### src/rtl/regfile_dump_pkg.sv
// Shared types and constants for the register file dump reader.
package regfile_dump_pkg;

  localparam int BYTES_PER_WORD = 4;
  localparam int REG_ADDR_W     = 5;
  localparam int CNT_W          = $clog2(BYTES_PER_WORD);

  typedef enum logic [2:0] {
    ST_IDLE = 3'd0,
    ST_READ = 3'd1,
    ST_SEND = 3'd2,
    ST_NEXT = 3'd3,
    ST_FIN  = 3'd4,
    ST_CSUM = 3'd5
  } state_t;

endpackage

### src/rtl/regfile_dump_reader_word_byte_serializer.sv
// Loads a 32-bit word and shifts it out one byte per accepted handshake;
// flags the final byte of the word back to the controlling FSM.
module word_byte_serializer
  import regfile_dump_pkg::*;
#(
  parameter int BIG_ENDIAN = 1
) (
  input  logic        clk,
  input  logic        rst_n,
  input  logic        load,
  input  logic [31:0] word,
  input  logic        shift_en,
  output logic [7:0]  byte_out,
  output logic        last
);

  logic [31:0]      shift_q;
  logic [CNT_W-1:0] cnt_q;

  // Consumed bytes are replaced with zeros, so the register drains to 0.
  always_ff @(posedge clk or negedge rst_n) begin
    if (!rst_n) begin
      shift_q <= '0;
      cnt_q   <= '0;
    end else if (load) begin
      shift_q <= word;
      cnt_q   <= '0;
    end else if (shift_en) begin
      shift_q <= (BIG_ENDIAN != 0) ? {shift_q[23:0], 8'h00} : {8'h00, shift_q[31:8]};
      cnt_q   <= cnt_q + 1'b1;
    end
  end

  assign byte_out = (BIG_ENDIAN != 0) ? shift_q[31:24] : shift_q[7:0];
  assign last     = (cnt_q == CNT_W'(BYTES_PER_WORD - 1));

endmodule

### src/rtl/regfile_dump_reader.sv
// Walks a register index range and streams each word as bytes over valid/ready.
// Define REGFILE_DUMP_CHECKSUM_EN to append an XOR checksum byte after the data.
module regfile_dump_reader
  import regfile_dump_pkg::*;
#(
  parameter int FIRST_REG  = 0,
  parameter int LAST_REG   = 31,
  parameter int BIG_ENDIAN = 1
) (
  input  logic                  clk,
  input  logic                  rst_n,
  input  logic                  start,
  output logic [REG_ADDR_W-1:0] rd_addr,
  input  logic [31:0]           rd_data,
  output logic [7:0]            byte_out,
  output logic                  byte_valid,
  input  logic                  byte_ready,
  output logic                  busy,
  output logic                  done
);

  state_t                state_q, state_d;
  logic [REG_ADDR_W-1:0] rd_addr_q;
  logic                  busy_q;
  logic                  ser_load, ser_shift, ser_last;
  logic [7:0]            ser_byte;
  logic                  at_last_reg;

  assign at_last_reg = (rd_addr_q == REG_ADDR_W'(LAST_REG));
  assign ser_shift   = (state_q == ST_SEND) && byte_ready;

  word_byte_serializer #(
    .BIG_ENDIAN(BIG_ENDIAN)
  ) u_ser (
    .clk      (clk),
    .rst_n    (rst_n),
    .load     (ser_load),
    .word     (rd_data),
    .shift_en (ser_shift),
    .byte_out (ser_byte),
    .last     (ser_last)
  );

  always_comb begin
    state_d    = state_q;
    ser_load   = 1'b0;
    byte_valid = 1'b0;
    case (state_q)
      ST_IDLE: if (start) state_d = ST_READ;
      ST_READ: begin
        ser_load = 1'b1;
        state_d  = ST_SEND;
      end
      ST_SEND: begin
        byte_valid = 1'b1;
        if (byte_ready && ser_last) state_d = ST_NEXT;
      end
`ifdef REGFILE_DUMP_CHECKSUM_EN
      ST_NEXT: state_d = at_last_reg ? ST_CSUM : ST_READ;
      ST_CSUM: begin
        byte_valid = 1'b1;
        if (byte_ready) state_d = ST_FIN;
      end
`else
      ST_NEXT: state_d = at_last_reg ? ST_FIN : ST_READ;
`endif
      ST_FIN:  state_d = ST_IDLE;
      default: state_d = ST_IDLE;
    endcase
  end

  always_ff @(posedge clk or negedge rst_n) begin
    if (!rst_n) begin
      state_q   <= ST_IDLE;
      rd_addr_q <= '0;
      busy_q    <= 1'b0;
    end else begin
      state_q <= state_d;
      if (state_q == ST_IDLE && start) begin
        rd_addr_q <= REG_ADDR_W'(FIRST_REG);
        busy_q    <= 1'b1;
      end else if (state_q == ST_NEXT && !at_last_reg) begin
        rd_addr_q <= rd_addr_q + 1'b1;
      end else if (state_q == ST_FIN) begin
        busy_q <= 1'b0;
      end
    end
  end

`ifdef REGFILE_DUMP_CHECKSUM_EN
  logic [7:0] csum_q;

  // Running XOR of every accepted data byte; the checksum byte itself is excluded.
  always_ff @(posedge clk or negedge rst_n) begin
    if (!rst_n) begin
      csum_q <= '0;
    end else if (state_q == ST_IDLE && start) begin
      csum_q <= '0;
    end else if (ser_shift) begin
      csum_q <= csum_q ^ ser_byte;
    end
  end

  assign byte_out = (state_q == ST_CSUM) ? csum_q : ser_byte;
`else
  assign byte_out = ser_byte;
`endif

  assign rd_addr = rd_addr_q;
  assign busy    = busy_q;
  assign done    = (state_q == ST_FIN);

endmodule

### config.mk
export PLATFORM = sky130hd
export DESIGN_NAME = regfile_dump_reader
export DESIGN_NICKNAME = d
export VERILOG_FILES = /design/src/rtl/regfile_dump_pkg.sv /design/src/rtl/regfile_dump_reader_word_byte_serializer.sv /design/src/rtl/regfile_dump_reader.sv
export SDC_FILE = /design/constraint.sdc
export NUM_CORES = 1
export LEC_CHECK = 0
export BUFFER_PORTS_ARGS = -buffer_cell sky130_fd_sc_hd__buf_2
export CAP_MARGIN = 40
export CORE_UTILIZATION = 45
export CTS_CLUSTER_SIZE = 28
export DETAILED_ROUTE_END_ITERATION = 10
export PLACE_DENSITY = 0.7
export SYNTH_ARGS = -nofsm -noshare
export SYNTH_HDL_FRONTEND = slang
export SYNTH_SLANG_ARGS = --single-unit
### constraint.sdc
create_clock -name clk -period 1.7 [get_ports clk]
set_input_delay 0.255 -clock clk [delete_from_list [all_inputs] [get_ports clk]]
set_output_delay 0.255 -clock clk [all_outputs]
set_load 0.01 [all_outputs]
== Yosys cells after proc, flatten, opt, wreduce, memory -nomap -nowiden ==
Index checks and enable logic that the tools add are counted.
Widths: inputs -> output; s select.
Word-level totals
  register bits after elaboration: 43
  input bits: 36
  output and inout bits: 16
  logic and storage cells: 42
Operators by class
  add/sub/neg operators: 2
  eq/ne operators: 9
  multiplexer cells: 15
  reduce and logical (&&, ||, !) cells: 11
Operators by type and width (count)
  $mux 32: 2
  $pmux 3 s4: 1
  $mux 5: 2
  $mux 3: 3
  $eq 3x2->1 const B: 2
  $reduce_bool 2->1: 3
  $add 5x1->5 const B: 1
  $eq 5x5->1 const B: 1
  $mux 1: 5
  $logic_and 1x1->1: 4
  $mux 2: 2
  $ne 2x2->1 const B: 2
  $reduce_and 2->1: 2
  $eq 3x1->1 const B: 1
  $eq 3x3->1 const B: 1
  $logic_not 3->1: 1
  $add 2x1->2 const B: 1
  $eq 2x2->1 const B: 1
  $ne 2x1->1 const B: 1
  $logic_not 1->1: 1

== Longest topological paths before layout ==
Gate-level depths: netlist of run 1.
  word-level depth: 5
  mapped depth: 7
  gate-level depth less buffers: 6

== Hierarchy ==
From an unflattened synthesis of run 1, not the netlist that was laid out.
Second synthesis, totals
  cell total of the unflattened synthesis: 193
  area, all modules: 2073.2 sq um
Modules (own cells, without submodules)
  word_byte_serializer: instances 1, cells an instance 154, area an instance 1617.8 sq um, sequential area each 850.8 sq um
  regfile_dump_reader: instances 1, cells an instance 39, area an instance 455.4 sq um, sequential area each 225.2 sq um

== Worst setup path before layout of run 1 ==
No wires, ideal clock.
  kind: flip-flop to flip-flop
  from: register rd_addr_q[0], in the netlist rd_addr[0]
  to: register rd_addr_q[3], in the netlist rd_addr[3]
  setup time: 123 ps
  data arrival time: 1737 ps
  required time: 1577 ps
  path slack: -161 ps
  cell stages (with the launch flop): 8
  buffers on the path: 1
  period minus slack after synthesis: 1861 ps
  cell sequence: dfrtp_1 ha_1 and3_1 ha_1 and4bb_2 clkbuf_1 nand4_1 mux2i_1
On the way
  longest elaborated chain between the ends: 4
  elaborated cells on any way between the ends: 7
  those cells by class: add/sub (1); eq/ne (1); mux (2); reduce/logical (3)
RTL lines
  from (decl): RTL line regfile_dump_reader.sv:23  | logic [REG_ADDR_W-1:0] rd_addr_q;
  from (signal assigned): RTL line regfile_dump_reader.sv:80  | rd_addr_q <= REG_ADDR_W'(FIRST_REG);
  from (signal assigned): RTL line regfile_dump_reader.sv:83  | rd_addr_q <= rd_addr_q + 1'b1;
  parallel branches: the longest is 4 deep, another holds $add 5x1->5
Several ways; the timed one is not identified. The select of a mux whose other input is x is not followed.
A chain may end at the register's enable or synchronous reset.

== Worst setup path after layout of run 1 ==
  from: register rd_addr_q[1], in the netlist rd_addr[1]
  to: register rd_addr_q[3], in the netlist rd_addr[3]
The elaborated chain is that of the path after synthesis.

==> results of run 1 <==
metal layers:
layer | share of wire (%) | routed length (µm) | vias to the layer above
met5 | 0 | 0 | -
met4 | 1.8 | 69 | 0
met3 | 5.0 | 194 | 5
met2 | 46 | 1788 | 39
met1 | 48 | 1861 | 725
li1 | - | - | 793
cells in the final DEF, fill, tap and decap left out, drive strengths merged, types with 3 or more instances in the layout:
cell type,count
dfrtp,43
o22ai,5
nor3,5
a31oi,19
o21ai,3
nor3b,3
nand2b,3
buf,62
ha,3
nand2,48
nor2,26
a22o,8
clkbuf,6
mux2i,3
cell usage after synthesis, types with 2 or more instances:
library cell,n
a21oi_1,2
a22o_1,8
a31oi_1,19
and4bb_2,2
buf_2,7
buf_4,11
buf_6,4
clkbuf_1,2
dfrtp_1,43
ha_1,3
mux2i_1,3
nand2_1,48
nand2b_1,3
nor2_1,25
nor3_1,5
nor3b_1,2
o21ai_0,3
o22ai_1,3
o22ai_2,2
critical path, stage by stage (launching register included):
cell      delay (ns)
dfrtp_1         0.40
ha_2            0.20
and3_4          0.18
ha_4            0.15
and4bb_4        0.35
nand4_1         0.13
mux2i_1         0.13
layout make-up:
class	count	area share [%]
Clock buffer	6	2.990
Sequential cell	43	44.33
Inverter	1	0.1546
Multi-Input combinational cell	140	33.45
Timing Repair Buffer	62	13.92
Tap cell	52	2.680
Clock inverter	2	2.474
repair_timing:
item | in CTS | in global routing
resized for setup | 0 | 2
setup buffers | 0 | 1
hold buffers | 0 | 0
setup endpoints to repair | 0 | 3
metrics by stage:
stage	setup TNS [ns]	utilization [%]
floorplan	-0.003110	-
global placement	0	52.33
global route	-0.01783	55.75
CTS	0	55.37
finish	0	55.75
detailed placement	0	52.33
worst max-delay path by stage:
stage               startpoint         end  slack (ns)  depth (start not counted)
detailed placement  rd_addr[1]  rd_addr[3]        0.02                          6
floorplan           rd_addr[0]  rd_addr[3]      -0.003                          7
global route        rd_addr[1]  rd_addr[3]       -0.02                          6
CTS                 rd_addr[1]  rd_addr[3]       0.009                          6
global placement    rd_addr[1]  rd_addr[3]        0.05                          6
finish              rd_addr[1]  rd_addr[3]        0.05                          6
flip-flops by register name, indices dropped and copies added, names as in the netlist:
register and count:
u_ser.cnt_q 2, u_ser.shift_q 32, state_q 3, rd_addr 5
busy 1
cell families (layout without fill, tap and decap cells):
| group | count (synthesis) | after routing | synth area share [%] |
|---|---|---|---|
| simple gates | 95 | 95 | 21.56 |
| flops | 43 | 43 | 52.54 |
| compound gates | 38 | 38 | 12.95 |
| buf+inv | 26 | 71 | 9.224 |
| fa+ha+maj | 3 | 3 | 1.833 |
| mux | 3 | 3 | 1.466 |
| xor+xnor | 1 | 1 | 0.4277 |
power groups by stage:
stage	clock [mW]	sequential, mW	combinational (mW)
6_report	0.927	1.74	1.58
3_3_place_gp	0	1.75	1.52
5_1_grt	0.988	1.80	1.78
3_5_place_dp	0	1.76	1.57
2_1_floorplan	0	1.70	1.41
4_1_cts	0.950	1.74	1.57
==> impl_metrics.toml, run 1 <==
[power]
powerDensity_nw_per_um2 = 1750
p_total_mw = 4.247
p_seq_share_pct = 40.9
swShare_pct = 34.37
p_clk_share_pct = 21.8
power.internal_mw = 2.788
leakage_nw = 1.190
p_sw_mw = 1.460
max-vdd-ir-drop_mv = 0.9401
comb_power_share_pct = 37.3

[global_routing]
use_met3_pct = 4.651
busiest_layer = "met2"
grtUsageTotal_pct = 17.41
met1_usage_pct = 23.03
grt_max_degree = 45
overflow = 0
antenna_found_initial = 0
grt_pass1_vias = 1493
grt_pass1_wl_mm = 6.610
gr-usage-met2_pct = 26.97

[floorplanning]
fp-row-count = 24
core_area_um2 = 4354
die_w_um = 69.47
start_util_pct = 47.04
die_h_um = 69.47
die_area_um2 = 4825
design.portCount = 52

[synthesis]
synth-seq-cells = 43
ys_warn_count = 0
yosysTopAreaCell = "dfrtp_1"
avgSynthCellArea_um2 = 9.800
synth.distinct_cells = 33
synthFlopType = "dfrtp_1"
synth-seq-area-share_pct = 52.54
syn_inst = 209
synth-edff-count = 0
syn-num-nets = 248
async_flop_share_pct = 100.0
ys_top_cells_by_area = "dfrtp_1 (53%), nand2_1 (8.8%), a31oi_1 (5.8%), nor2_1 (4.6%), buf_4 (4.0%)"
synth_area_um2 = 2048
synth_top_area_share_pct = 52.54

[cells_and_area]
finalNetCount = 292
nFillCells = 418
insertedDiodeCount = 0
multi_input_area_um2 = 812.0
synthToLayoutAreaGrowth_pct = 18.51
seq_area_um2 = 1076
design_area_um2 = 2427
fin_cells = 306
layout-drive-gt1-share_pct = 31.10

[sta]
holdWs_ns = 0.02351
grt_setup_unrepaired = "yes"
period_minus_slack_ns = 1.645
slew_violations = 0
period_share_pct = 96.79
skew_ns = 0.008489
finalSetupViolations = 0
slew_headroom_pct = 64.00
hold_viol_final = 0
max_freq_ghz = 0.6078
setup_slack_ns = 0.05460
tightestPinTransition_ns = 0.5400

[cts]
cts_inserted_buffers = 5
cts_max_path_buffers = 2
cts-htree-levels = 2
cts_root_buf = "clkbuf_8"
clock-sinks = 43
cts_tree = "built"
path_clk_slew_ns = 0.08
clk_latency_ns = 0.29

[placement]
numPortBuffers = 51
pre_cts_slack_ns = 0.02177
placedCellCount = 297
placed_area_um2 = 2278
dp_hpwl_mm = 2.688
gp_congestion = 0.7459

[critical_path]
startpoint_type = "flip-flop"
cp_max_fo = 7
rr_endpoint = "rd_addr[3]"
reg2reg_slack_ns = 0.05
worstSetupPathType = "flip-flop to flip-flop"
r2r-start = "rd_addr[1]"
r2r_cells = 6
cp_data_required_time_ns = 1.88
critical_path.endpoint_type = "flip-flop"
crit_arrival_ns = 1.82

[routing]
wire_per_inst_um = 12.79
drc = 0
drtPass1Iterations = 4
ant_nets = 0
drtIter0Drc = 74
vias_per_cell = 5.105
drt_wl_total_mm = 3.913
vias = 1562

[status]
status = "completed"

[job]
maxCapViolCount = 0

[worst_hold_path]
hp-class = "input port to async pin"
(Power assumes the default switching activity.)
==> inputs of run 2 (changes only) <==
CTS_BUF_LIST = sky130_fd_sc_hd__clkbuf_8   (was default)
==> run 2 against run 1 <==
  * Fmax unchanged
  * Design area unchanged
  * Register-to-register slack barely moved
  * Utilization unchanged
  * Largest cell class unchanged
  * Die area unchanged
  * Sequential share of layout area unchanged
  * Hold slack got worse by 0.00052 ns
==> impl_metrics.toml, run 2 (synthesized netlist as in run 1, its figures left out) <==
[status]
status = "completed"

[global_routing]
grt_pass1_vias = 1493
grt_pass1_wl_mm = 6.610
overflow = 0
grt_max_degree = 45
antenna_found_initial = 0
grtUsageTotal_pct = 17.41

[critical_path]
rr_endpoint = "rd_addr[3]"
r2r-start = "rd_addr[1]"
cp.depth = 6
r2r_cells = 6
startpoint_type = "flip-flop"
crit_arrival_ns = 1.82
crit_path_max_incr_delay_ns = 0.40
worstSetupPathType = "flip-flop to flip-flop"
critical_path.endpoint_type = "flip-flop"
cp_max_fo = 7
cp_data_required_time_ns = 1.88
worst-path-buf-inv = 0
crit_chain = "ha_2 -> and3_4 -> ha_4 -> and4bb_4 -> nand4_1 -> mux2i_1"
critPathSlowestCell = "dfrtp_1"
path_delay_family = "simple AND/OR/NAND/NOR gates"
reg2reg_slack_ns = 0.05

[cells_and_area]
final_common_cell = "buf_2"
layout-drive-gt1-share_pct = 31.10
finalNetCount = 292
insertedDiodeCount = 0
final_cell_mix = "buf_2 (51), nand2_1 (48), dfrtp_1 (43), nor2_1 (25), a31oi_1 (19)"
nFillCells = 418
seq_area_um2 = 1076
multi_input_area_um2 = 812.0
top_register = "u_ser.shift_q"
largest_reg_flops = 32
synthToLayoutAreaGrowth_pct = 18.51

[routing]
vias_per_cell = 5.105
drtIter0Drc = 74
drc = 0
wire_per_inst_um = 12.79
drt_wl_total_mm = 3.913
ant_nets = 0
vias = 1562
drtPass1Iterations = 4

[cts]
cts_root_buf = "clkbuf_8"
cts_tree = "built"
clock-sinks = 43
cts_inserted_buffers = 5
clk_latency_ns = 0.30
cts-htree-levels = 2
path_clk_slew_ns = 0.08
cts_max_path_buffers = 2

[sta]
period_share_pct = 96.79
tightestPinTransition_ns = 0.5400
slew_headroom_pct = 64.00
hold_viol_final = 0
grt_setup_unrepaired = "yes"
max_freq_ghz = 0.6078
period_minus_slack_ns = 1.645
finalSetupViolations = 0
slew_violations = 0
setup_slack_ns = 0.05460
skew_ns = 0.008876

[placement]
pre_cts_slack_ns = 0.02177
numPortBuffers = 51
dp_hpwl_mm = 2.688
gp_congestion = 0.7459

[floorplanning]
start_util_pct = 47.04
fp-row-count = 24
die_h_um = 69.47
core_area_um2 = 4354
die_w_um = 69.47
die_area_um2 = 4825
design.portCount = 52

[power]
p_total_mw = 4.242
max-vdd-ir-drop_mv = 0.9401
powerDensity_nw_per_um2 = 1748
leakage_nw = 1.194

[job]
maxCapViolCount = 0

[worst_hold_path]
hp-class = "input port to async pin"
==> run 2: cell types whose count changed in the layout (fill, tap and decap cells not counted), sizes merged <==
cell	before	now
clkbuf	6	5
inv	1	2
==> run 2: worst max-delay path by stage <==
stage	startpoint	endpoint	slack, ns
2_1_floorplan	rd_addr[0]	rd_addr[3]	-0.003
3_3_place_gp	rd_addr[1]	rd_addr[3]	0.05
3_5_place_dp	rd_addr[1]	rd_addr[3]	0.02
4_1_cts	rd_addr[1]	rd_addr[3]	0.009
5_1_grt	rd_addr[1]	rd_addr[3]	-0.02
6_report	rd_addr[1]	rd_addr[3]	0.05
==> run 2: worst reg2reg max path, cell delays in order (launching register included) <==
cell      delay (ns)
dfrtp_1         0.40
ha_2            0.20
and3_4          0.18
ha_4            0.15
and4bb_4        0.35
nand4_1         0.13
mux2i_1         0.13
==> run 2: power by group <==
group	switching, mW	leakage [nW]	total [mW]	internal, mW
sequential	0.262	0.521	1.74	1.48
combinational	0.858	0.603	1.58	0.725
clock	0.340	0.0695	0.921	0.581
total	1.46	1.19	4.24	2.78
==> run 2: area by class of cell <==
type                            instances  area share, %
Inverter                                1         0.1546
Clock inverter                          3          2.629
Tap cell                               52          2.680
Sequential cell                        43          44.33
Clock buffer                            5          2.835
Timing Repair Buffer                   62          13.92
Multi-Input combinational cell        140          33.45
==> run 2: through the flow <==
stage	hold slack (ns)	util, %	instances	cell area (µm²)	TNS (ns)
floorplan	-0.04059	-	209	2078	-0.003110
global placement	0.3562	52.33	297	2278	0
detailed placement	0.3575	52.33	297	2278	0
CTS	0.02727	55.37	305	2411	0
global route	0.05303	55.75	306	2427	-0.01783
finish	0.02299	55.75	306	2427	0
==> run 2: routing by layer <==
metal / vias to the layer above / track usage [%] / wire length [µm]
li1: 793 / - / -
met3: 5 / 4.651 / 194
met2: 39 / 26.97 / 1788
met5: - / 0 / 0
met4: 0 / 7.483 / 69
met1: 725 / 23.03 / 1861
==> run 2: timing repair <==
action / in CTS / in global routing
endpoints found under the setup margin: 0 / 3
gates resized for setup: 0 / 2
buffers inserted: 0 / 1
hold buffers: 0 / 0
